[config.mk]
export PLATFORM = sky130hd
export DESIGN_NAME = univ_shift_reg
export DESIGN_NICKNAME = d
export VERILOG_FILES = /design/src/rtl/univ_shift_reg.sv
export SDC_FILE = /design/constraint.sdc
export NUM_CORES = 1
export LEC_CHECK = 0
export ABC_AREA = 1
export CORE_MARGIN = 2
export CORE_UTILIZATION = 25
export DETAILED_ROUTE_END_ITERATION = 10
export PLACE_DENSITY_LB_ADDON = 0.3
export SLEW_MARGIN = 20
export SYNTH_ARGS = -nofsm -noshare
export SYNTH_HDL_FRONTEND = slang
export SYNTH_SLANG_ARGS = --single-unit
[constraint.sdc]
create_clock -name clk -period 2.5 [get_ports clk]
set_clock_uncertainty 0.15 [all_clocks]
set_input_delay 0.5 -clock clk [delete_from_list [all_inputs] [get_ports clk]]
set_output_delay 0.5 -clock clk [all_outputs]
set_load 0.005 [all_outputs]
[src/rtl/univ_shift_reg.sv]
// rtl/univ_shift_reg.sv - universal register with mode ops and counted burst-shift engine (n_q port under UREG_NQ_EN)
module univ_shift_reg #(
  parameter int WIDTH   = 8,
  parameter int SHIFT_W = 4
) (
  input  logic               clk,
  input  logic               Reset,
  input  logic               Set,
  input  logic               en,
  input  logic [2:0]         mode,
  input  logic [WIDTH-1:0]   d,
  input  logic               sin_l,
  input  logic               sin_r,
  input  logic               start,
  input  logic [SHIFT_W-1:0] shamt,
  output logic [WIDTH-1:0]   q,
`ifdef UREG_NQ_EN
  output logic [WIDTH-1:0]   n_q,
`endif
  output logic               sout_l,
  output logic               sout_r,
  output logic               busy,
  output logic               done
);

  localparam logic [2:0] M_HOLD  = 3'b000;
  localparam logic [2:0] M_LOAD  = 3'b001;
  localparam logic [2:0] M_SHL   = 3'b010;
  localparam logic [2:0] M_SHR   = 3'b011;
  localparam logic [2:0] M_ROL   = 3'b100;
  localparam logic [2:0] M_ROR   = 3'b101;
  localparam logic [2:0] M_CLR   = 3'b110;
  localparam logic [2:0] M_INV   = 3'b111;

  typedef enum logic [1:0] {
    S_IDLE  = 2'd0,
    S_SHIFT = 2'd1,
    S_DONE  = 2'd2
  } state_t;

  state_t             state, state_n;
  logic [SHIFT_W-1:0] cnt, cnt_n;
  logic [2:0]         mode_l, mode_l_n;
  logic [WIDTH-1:0]   q_n;
  logic               start_ok;

  // One mode operation applied to a register value; shared by the single-cycle and burst paths
  function automatic logic [WIDTH-1:0] apply_op(input logic [2:0] m, input logic [WIDTH-1:0] v,
                                                input logic [WIDTH-1:0] ld, input logic sl,
                                                input logic sr);
    logic [WIDTH-1:0] r;
    r = v;
    case (m)
      M_HOLD: r = v;
      M_LOAD: r = ld;
      M_SHL:  r = {v[WIDTH-2:0], sr};
      M_SHR:  r = {sl, v[WIDTH-1:1]};
      M_ROL:  r = {v[WIDTH-2:0], v[WIDTH-1]};
      M_ROR:  r = {v[0], v[WIDTH-1:1]};
      M_CLR:  r = '0;
      M_INV:  r = ~v;
      default: r = v;
    endcase
    return r;
  endfunction

  // Only the four shift/rotate modes may launch a burst (010..101)
  assign start_ok = start && (mode[2] ^ mode[1]);

  // Next-state, next-q and burst counter; Set overrides the engine and aborts any burst
  always_comb begin
    state_n  = state;
    cnt_n    = cnt;
    mode_l_n = mode_l;
    q_n      = q;
    if (Set) begin
      q_n     = '1;
      state_n = S_IDLE;
      cnt_n   = '0;
    end else begin
      case (state)
        S_IDLE: begin
          if (start_ok) begin
            mode_l_n = mode;
            cnt_n    = shamt;
            state_n  = (shamt != '0) ? S_SHIFT : S_DONE;
          end else if (en) begin
            q_n = apply_op(mode, q, d, sin_l, sin_r);
          end
        end
        S_SHIFT: begin
          q_n   = apply_op(mode_l, q, d, sin_l, sin_r);
          cnt_n = cnt - 1'b1;
          if (cnt == SHIFT_W'(1)) state_n = S_DONE;
        end
        S_DONE: begin
          state_n = S_IDLE;
        end
        default: state_n = S_IDLE;
      endcase
    end
  end

  // State and data registers with synchronous active-low reset
  always_ff @(posedge clk) begin
    if (!Reset) begin
      state  <= S_IDLE;
      cnt    <= '0;
      mode_l <= M_HOLD;
      q      <= '0;
    end else begin
      state  <= state_n;
      cnt    <= cnt_n;
      mode_l <= mode_l_n;
      q      <= q_n;
    end
  end

  assign busy   = (state == S_SHIFT);
  assign done   = (state == S_DONE);
  assign sout_l = q[WIDTH-1];
  assign sout_r = q[0];
`ifdef UREG_NQ_EN
  assign n_q    = ~q;
`endif

endmodule

==> flow_metrics.env, run 1 <==
export IMPL_post_place_cells=405
export IMPL_clkPwrFrac=0.255
export IMPL_required_ns=2.51
export IMPL_ys_seq_area_frac=0.211
export IMPL_endpoint_kind="flop"
export IMPL_p_comb_frac=0.351
export IMPL_cts_hold_buf=0
export IMPL_yosys_register_bits=17
export IMPL_worst_setup_path_start_kind="input port"
export IMPL_clkSinkCount=17
export IMPL_seqCellArea_um2=340
export IMPL_fillers=709
export IMPL_die_area_um2=7100
export IMPL_start_util=0.257
export IMPL_crit_top_cell="nand2_1"
export IMPL_syn_cell_area_um2=1610
export IMPL_critPathMaxFanout=7
export IMPL_vias_per_cell=4.77
export IMPL_vdd_drop_max_v=0.000165
export IMPL_cts_tree="built"
export IMPL_drv_slew=0
export IMPL_drv_cap=0
export IMPL_drt_total_wl_um=5220
export IMPL_seqPwrFrac=0.394
export IMPL_avgSynthCellArea_um2=5.37
export IMPL_met2_usage=0.243
export IMPL_drive_gt1_frac=0.0843
export IMPL_cts_htree_levels=1
export IMPL_setup_viol=0
export IMPL_clk_pin_slew_ns=0.07
export IMPL_grt_use_total=0.149
export IMPL_finalSetupTns_ns=0
export IMPL_die_w_um=84.3
export IMPL_grt_max_degree=17
export IMPL_timing_max_slew_rel_slack=0.526
export IMPL_rsz0062_at_grt="no"
export IMPL_slowest_stage="clkdlybuf4s50_1"
export IMPL_worstSetupPathType="input port to flop"
export IMPL_min_period_ns=2.09
export IMPL_crit_buf_inv=4
export IMPL_hold_viol_final=0
export IMPL_io_pins=34
export IMPL_insertion_delay_ns=0.26
export IMPL_status="complete, no violations"
export IMPL_synth_top_area_share=0.211
export IMPL_overflow=0
export IMPL_fin_crit_sh=0.835
export IMPL_crit_family="buffers and inverters"
export IMPL_sw_frac_of_total=0.373
export IMPL_place_port_buffers=33
export IMPL_yosys_warnings=0
export IMPL_hold_class="flop to flop"
export IMPL_grt_pass1_wl_um=8740
export IMPL_synth_area_leaders="dfxtp_1 21%, nand2_1 20%, nor2_1 12%"
export IMPL_drtIter0Drc=209
export IMPL_area_growth_pct=28.3
export IMPL_p_leak_nw=0.980
export IMPL_final_cell_mix="85 x nand2_1, 51 x nor2_1, 38 x a21oi_1, 33 x inv_1, 33 x clkdlybuf4s50_1"
export IMPL_fin_nets=357
export IMPL_tightest_slew_ns=0.710
export IMPL_via_count=1952
export IMPL_slowest_delay_ns=0.55
export IMPL_final_cells=409
export IMPL_drc_errors=0
export IMPL_yosysTopAreaCell="dfxtp_1"
export IMPL_use_met3=0.0197
export IMPL_wl_per_cell_um=12.8
export IMPL_cts_repair_resize_count=0
export IMPL_placementRows=29
export IMPL_post_cts_buffers=0
export IMPL_drtAntennaViolNets=0
export IMPL_grt_pass1_vias=1869
export IMPL_layout_commonest_cell="nand2_1"
export IMPL_grt_use_met1=0.197
export IMPL_cts_buffers=3
export IMPL_syn_nets=324
export IMPL_synthCells=300
export IMPL_powerDensity_nw_per_um2=420
export IMPL_path_cells="clkdlybuf4s50_1 -> buf_4 -> nor2_4 -> inv_2 -> nand3_1 -> nand2_1 -> nand2_1 -> nand2_1 -> nor2_4 -> inv_2 -> nor2_1 -> nor2_1"
export IMPL_critical_path_arrival_ns=2.10
export IMPL_die_h_um=84.3
export IMPL_switchingPower_w=0.000323
export IMPL_antenna_cells=0
export IMPL_drt_pass1_iterations=4
export IMPL_grt_busiest_layer="met2"
export IMPL_antenna_found_initial=0
export IMPL_p_int_w=0.000544
export IMPL_clockBufferDepth=2
export IMPL_dpl_hpwl_um=3760
export IMPL_multiInputGateArea_um2=1050
export IMPL_fmax_mhz=479
export IMPL_coreArea_um2=6280
export IMPL_ys_types=25
export IMPL_gp_congestion=0.860
export IMPL_root_buffer="clkbuf_8"
==> path summary, 6_finish.rpt <==
check,startpoint,endpoint,slack [ns],cells after the start
worst max-delay path,mode[2],q[1],0.41,12
worst min-delay path,cnt[1],cnt[1],0.36,2
worst max register to register,mode_l[2],q[3],0.76,9
worst min register to register,cnt[1],cnt[1],0.36,2
==> cells by family (layout without fill, tap and decap cells) <==
group                      count (synthesis)  after routing  synth area share
adders and majority gates                  2              2            0.0155
and+or+nand+nor                          174            174             0.456
xor gates and xnor gates                   1              1           0.00544
buffers and inverters                     53             85             0.139
AOI/OAI and AO/OA                         53             53             0.173
DFF                                       17             17             0.211
==> per-stage QoR <==
stage	area, µm²	total power [W]	util	setup slack (ns)	hold WS, ns
after global placement	2020	0.000652	0.322	0.185	0.364
after detailed placement	2020	0.000651	0.322	0.136	0.354
after global routing	2070	0.000926	0.329	0.235	0.395
after CTS	2070	0.000869	0.329	0.406	0.366
final	2070	0.000867	0.329	0.411	0.362
after floorplan	1610	0.000521	-	0.841	0.321
==> power by group through the flow <==
stage / Clock [W] / Sequential [W] / Combinational, W
finish: 0.000221 / 0.000342 / 0.000305
floorplan: 0 / 0.000330 / 0.000190
CTS: 0.000222 / 0.000340 / 0.000306
global placement: 0 / 0.000347 / 0.000305
global route: 0.000236 / 0.000346 / 0.000344
detailed placement: 0 / 0.000347 / 0.000304
==> synthesized netlist by cell type, drive strengths merged <==
cell    count
a21oi      38
a31oi       1
buf        11
clkbuf      1
dfxtp      17
ha          2
inv        41
nand2      85
nand3      26
nand4       5
nor2       57
nor3        1
o21ai      11
o21bai      1
o31ai       1
o41ai       1
xnor2       1
==> flip-flops by register name (all words and copies together) (netlist names) <==
| register | count |
|---|---|
| cnt | 4 |
| mode_l | 3 |
| q | 8 |
| state | 2 |
==> layer usage <==
metal / up-vias / part of all wire
met5: - / 0
met4: 0 / 0.019
met3: 11 / 0.063
met2: 63 / 0.44
met1: 865 / 0.47
li1: 1013 / -
==> worst min-delay path: stages, from the launching register on <==
cell     delay (ns)
dfxtp_1        0.31
inv_1          0.09
a21oi_1        0.07
==> final cells by class <==
| cell class | count | share of cell area |
|---|---|---|
| Clock inverter | 1 | 0.00242 |
| Tap cell | 77 | 0.0466 |
| Inverter | 41 | 0.0745 |
| Clock buffer | 3 | 0.0200 |
| Timing Repair Buffer | 40 | 0.185 |
| Multi-Input combinational cell | 230 | 0.507 |
| Sequential cell | 17 | 0.165 |
No activity file was read; power rests on OpenSTA's default activity.
==> run 2: changes to the inputs <==
==> constraint.sdc (replaced) <==
create_clock -name clk -period 2.1 [get_ports clk]
set_clock_uncertainty 0.15 [all_clocks]
set_input_delay 0.42 -clock clk [delete_from_list [all_inputs] [get_ports clk]]
set_output_delay 0.42 -clock clk [all_outputs]
set_load 0.005 [all_outputs]
==> run 2 against run 1 <==
  * Final cell count rose by 3.4%
  * Design area grew 5.8%
  * Hold slack better by 0.0082 ns
  * Sequential cell count is the same
  * Sequential share of layout area is 0.90 points lower
  * Die area unchanged
  * Routed wire length shrank 2.3%
  * Non-clock buffer count grew 14
  * Critical path type is now flop to primary output
==> flow_metrics.env, run 2 (synthesis gave the netlist of run 1 again) <==
export IMPL_status="complete, no violations"
export IMPL_drtAntennaViolNets=0
export IMPL_vias_per_cell=4.62
export IMPL_powerDensity_nw_per_um2=490
export IMPL_drc_errors=0
export IMPL_grt_pass1_wl_um=8470
export IMPL_fin_crit_sh=0.928
export IMPL_die_h_um=84.3
export IMPL_drt_pass1_iterations=4
export IMPL_hold_viol_final=0
export IMPL_total_power_w=0.00107
export IMPL_gp_congestion=0.846
export IMPL_cts_buffers=3
export IMPL_hold_class="flop to flop"
export IMPL_rr_endpoint="q[0]"
export IMPL_worst_slack_ns=0.152
export IMPL_worst_setup_path_start_kind="flop"
export IMPL_holdWs_ns=0.371
export IMPL_ff2ff_path_depth=9
export IMPL_grt_use_total=0.146
export IMPL_start_util=0.257
export IMPL_fmax_mhz=513
export IMPL_pre_cts_ws_ns=-0.170
export IMPL_worstSetupPathType="flop to primary output"
export IMPL_clk_pin_slew_ns=0.08
export IMPL_min_period_ns=1.95
export IMPL_vdd_drop_max_v=0.000227
export IMPL_post_cts_buffers=0
export IMPL_dpl_hpwl_um=3780
export IMPL_root_buffer="clkbuf_8"
export IMPL_setup_viol=0
export IMPL_largest_reg_flops=8
export IMPL_slowest_stage="clkdlybuf4s50_1"
export IMPL_p_leak_nw=1.06
export IMPL_cts_hold_buf=0
export IMPL_timing_max_slew_rel_slack=0.737
export IMPL_rr_startpoint="mode_l[2]"
export IMPL_drtIter0Drc=129
export IMPL_path_cells="inv_2 -> nor2_2 -> clkdlybuf4s50_1"
export IMPL_wl_per_cell_um=12.0
export IMPL_slowest_delay_ns=0.52
export IMPL_drv_slew=0
export IMPL_insertion_delay_ns=0.26
export IMPL_largestRegisters="q: 8 flops, cnt: 4 flops, mode_l: 3 flops"
export IMPL_fin_nets=371
export IMPL_cts_htree_levels=1
export IMPL_die_w_um=84.3
export IMPL_drive_gt1_frac=0.121
export IMPL_critical_path_arrival_ns=1.38
export IMPL_io_pins=34
export IMPL_cts_tree="built"
export IMPL_grt_max_degree=15
export IMPL_overflow=0
export IMPL_grt_pass1_vias=1748
export IMPL_largest_register="q"
export IMPL_rrSetupSlack_ns=0.39
export IMPL_antenna_found_initial=0
export IMPL_clkSinkCount=17
export IMPL_crit_start="state[0]"
export IMPL_required_ns=1.53
export IMPL_area_growth_pct=35.7
export IMPL_rsz0062_at_grt="no"
export IMPL_place_port_buffers=33
export IMPL_coreArea_um2=6280
export IMPL_via_count=1956
export IMPL_die_area_um2=7100
export IMPL_antenna_cells=0
export IMPL_crit_path_end="busy"
export IMPL_critPathMaxFanout=5
export IMPL_layout_commonest_cell="nand2_1"
export IMPL_drv_cap=0
export IMPL_final_cell_mix="85 x nand2_1, 51 x nor2_1, 38 x a21oi_1, 33 x inv_1, 32 x clkdlybuf4s50_1"
export IMPL_drt_total_wl_um=5100
export IMPL_placementRows=29
export IMPL_tightest_slew_ns=0.394
export IMPL_endpoint_kind="primary output"
export IMPL_clockBufferDepth=2
[run 2: final cells by class]
type	instances	area, µm²
sequential	17	340
clock buffer	3	41.3
tap	77	96.3
fill	715	4090
clock inverter	1	5.00
timing repair buffer	54	503
inverter	41	154
multi-input combinational	230	1050
[run 2: power by group]
| group | switching (W) | leakage, nW | internal [W] |
|---|---|---|---|
| clock | 0.000143 | 0.0255 | 0.000132 |
| sequential | 0.0000475 | 0.140 | 0.000350 |
| combinational | 0.000209 | 0.896 | 0.000189 |
| total | 0.000400 | 1.06 | 0.000671 |
[run 2: repair_timing]
action	4_1_cts	5_1_grt
resized for setup	0	1
hold endpoints to repair	0	0
endpoints found under the setup margin	0	1
[run 2: worst min path at each step]
stage                      start      to  slack, ns  cells past startpoint
after floorplan           cnt[1]  cnt[1]       0.32                      2
after global placement    cnt[1]  cnt[1]       0.35                      2
after detailed placement  cnt[0]  cnt[0]       0.36                      2
after CTS                 cnt[0]  cnt[0]       0.38                      2
after global routing      cnt[0]  cnt[0]       0.42                      2
final                     cnt[1]  cnt[1]       0.37                      2
[run 2: critical path: cells and delay by family (launching register included)]
family | cells | cell delay (ns)
buffers and inverters | 2 | 0.60
DFF | 1 | 0.41
and+or+nand+nor | 1 | 0.11
[run 2: metrics by stage]
step,TNS [ns],cells,util,instance area (µm²)
final,0,423,0.348,2190
after global placement,-1.20,419,0.341,2140
after floorplan,0,300,-,1610
after detailed placement,-1.43,419,0.341,2140
after global routing,0,423,0.348,2190
after CTS,0,423,0.348,2180
[run 2: routing by layer]
layer	track usage	wire, µm
met5	0	0
met4	0.0308	43
met3	0.0334	287
met2	0.244	2330
met1	0.192	2440
==> run 3: changes to the inputs <==
--- a/config.mk
+++ b/config.mk
@@ -10,7 +10,7 @@
 export CORE_UTILIZATION = 25
 export DETAILED_ROUTE_END_ITERATION = 10
 export PLACE_DENSITY_LB_ADDON = 0.3
-export SLEW_MARGIN = 20
+export SLEW_MARGIN = 15
 export SYNTH_ARGS = -nofsm -noshare
 export SYNTH_HDL_FRONTEND = slang
 export SYNTH_SLANG_ARGS = --single-unit
==> results of run 3 <==
Final layout, timing and power as in run 2 (identical DEF).
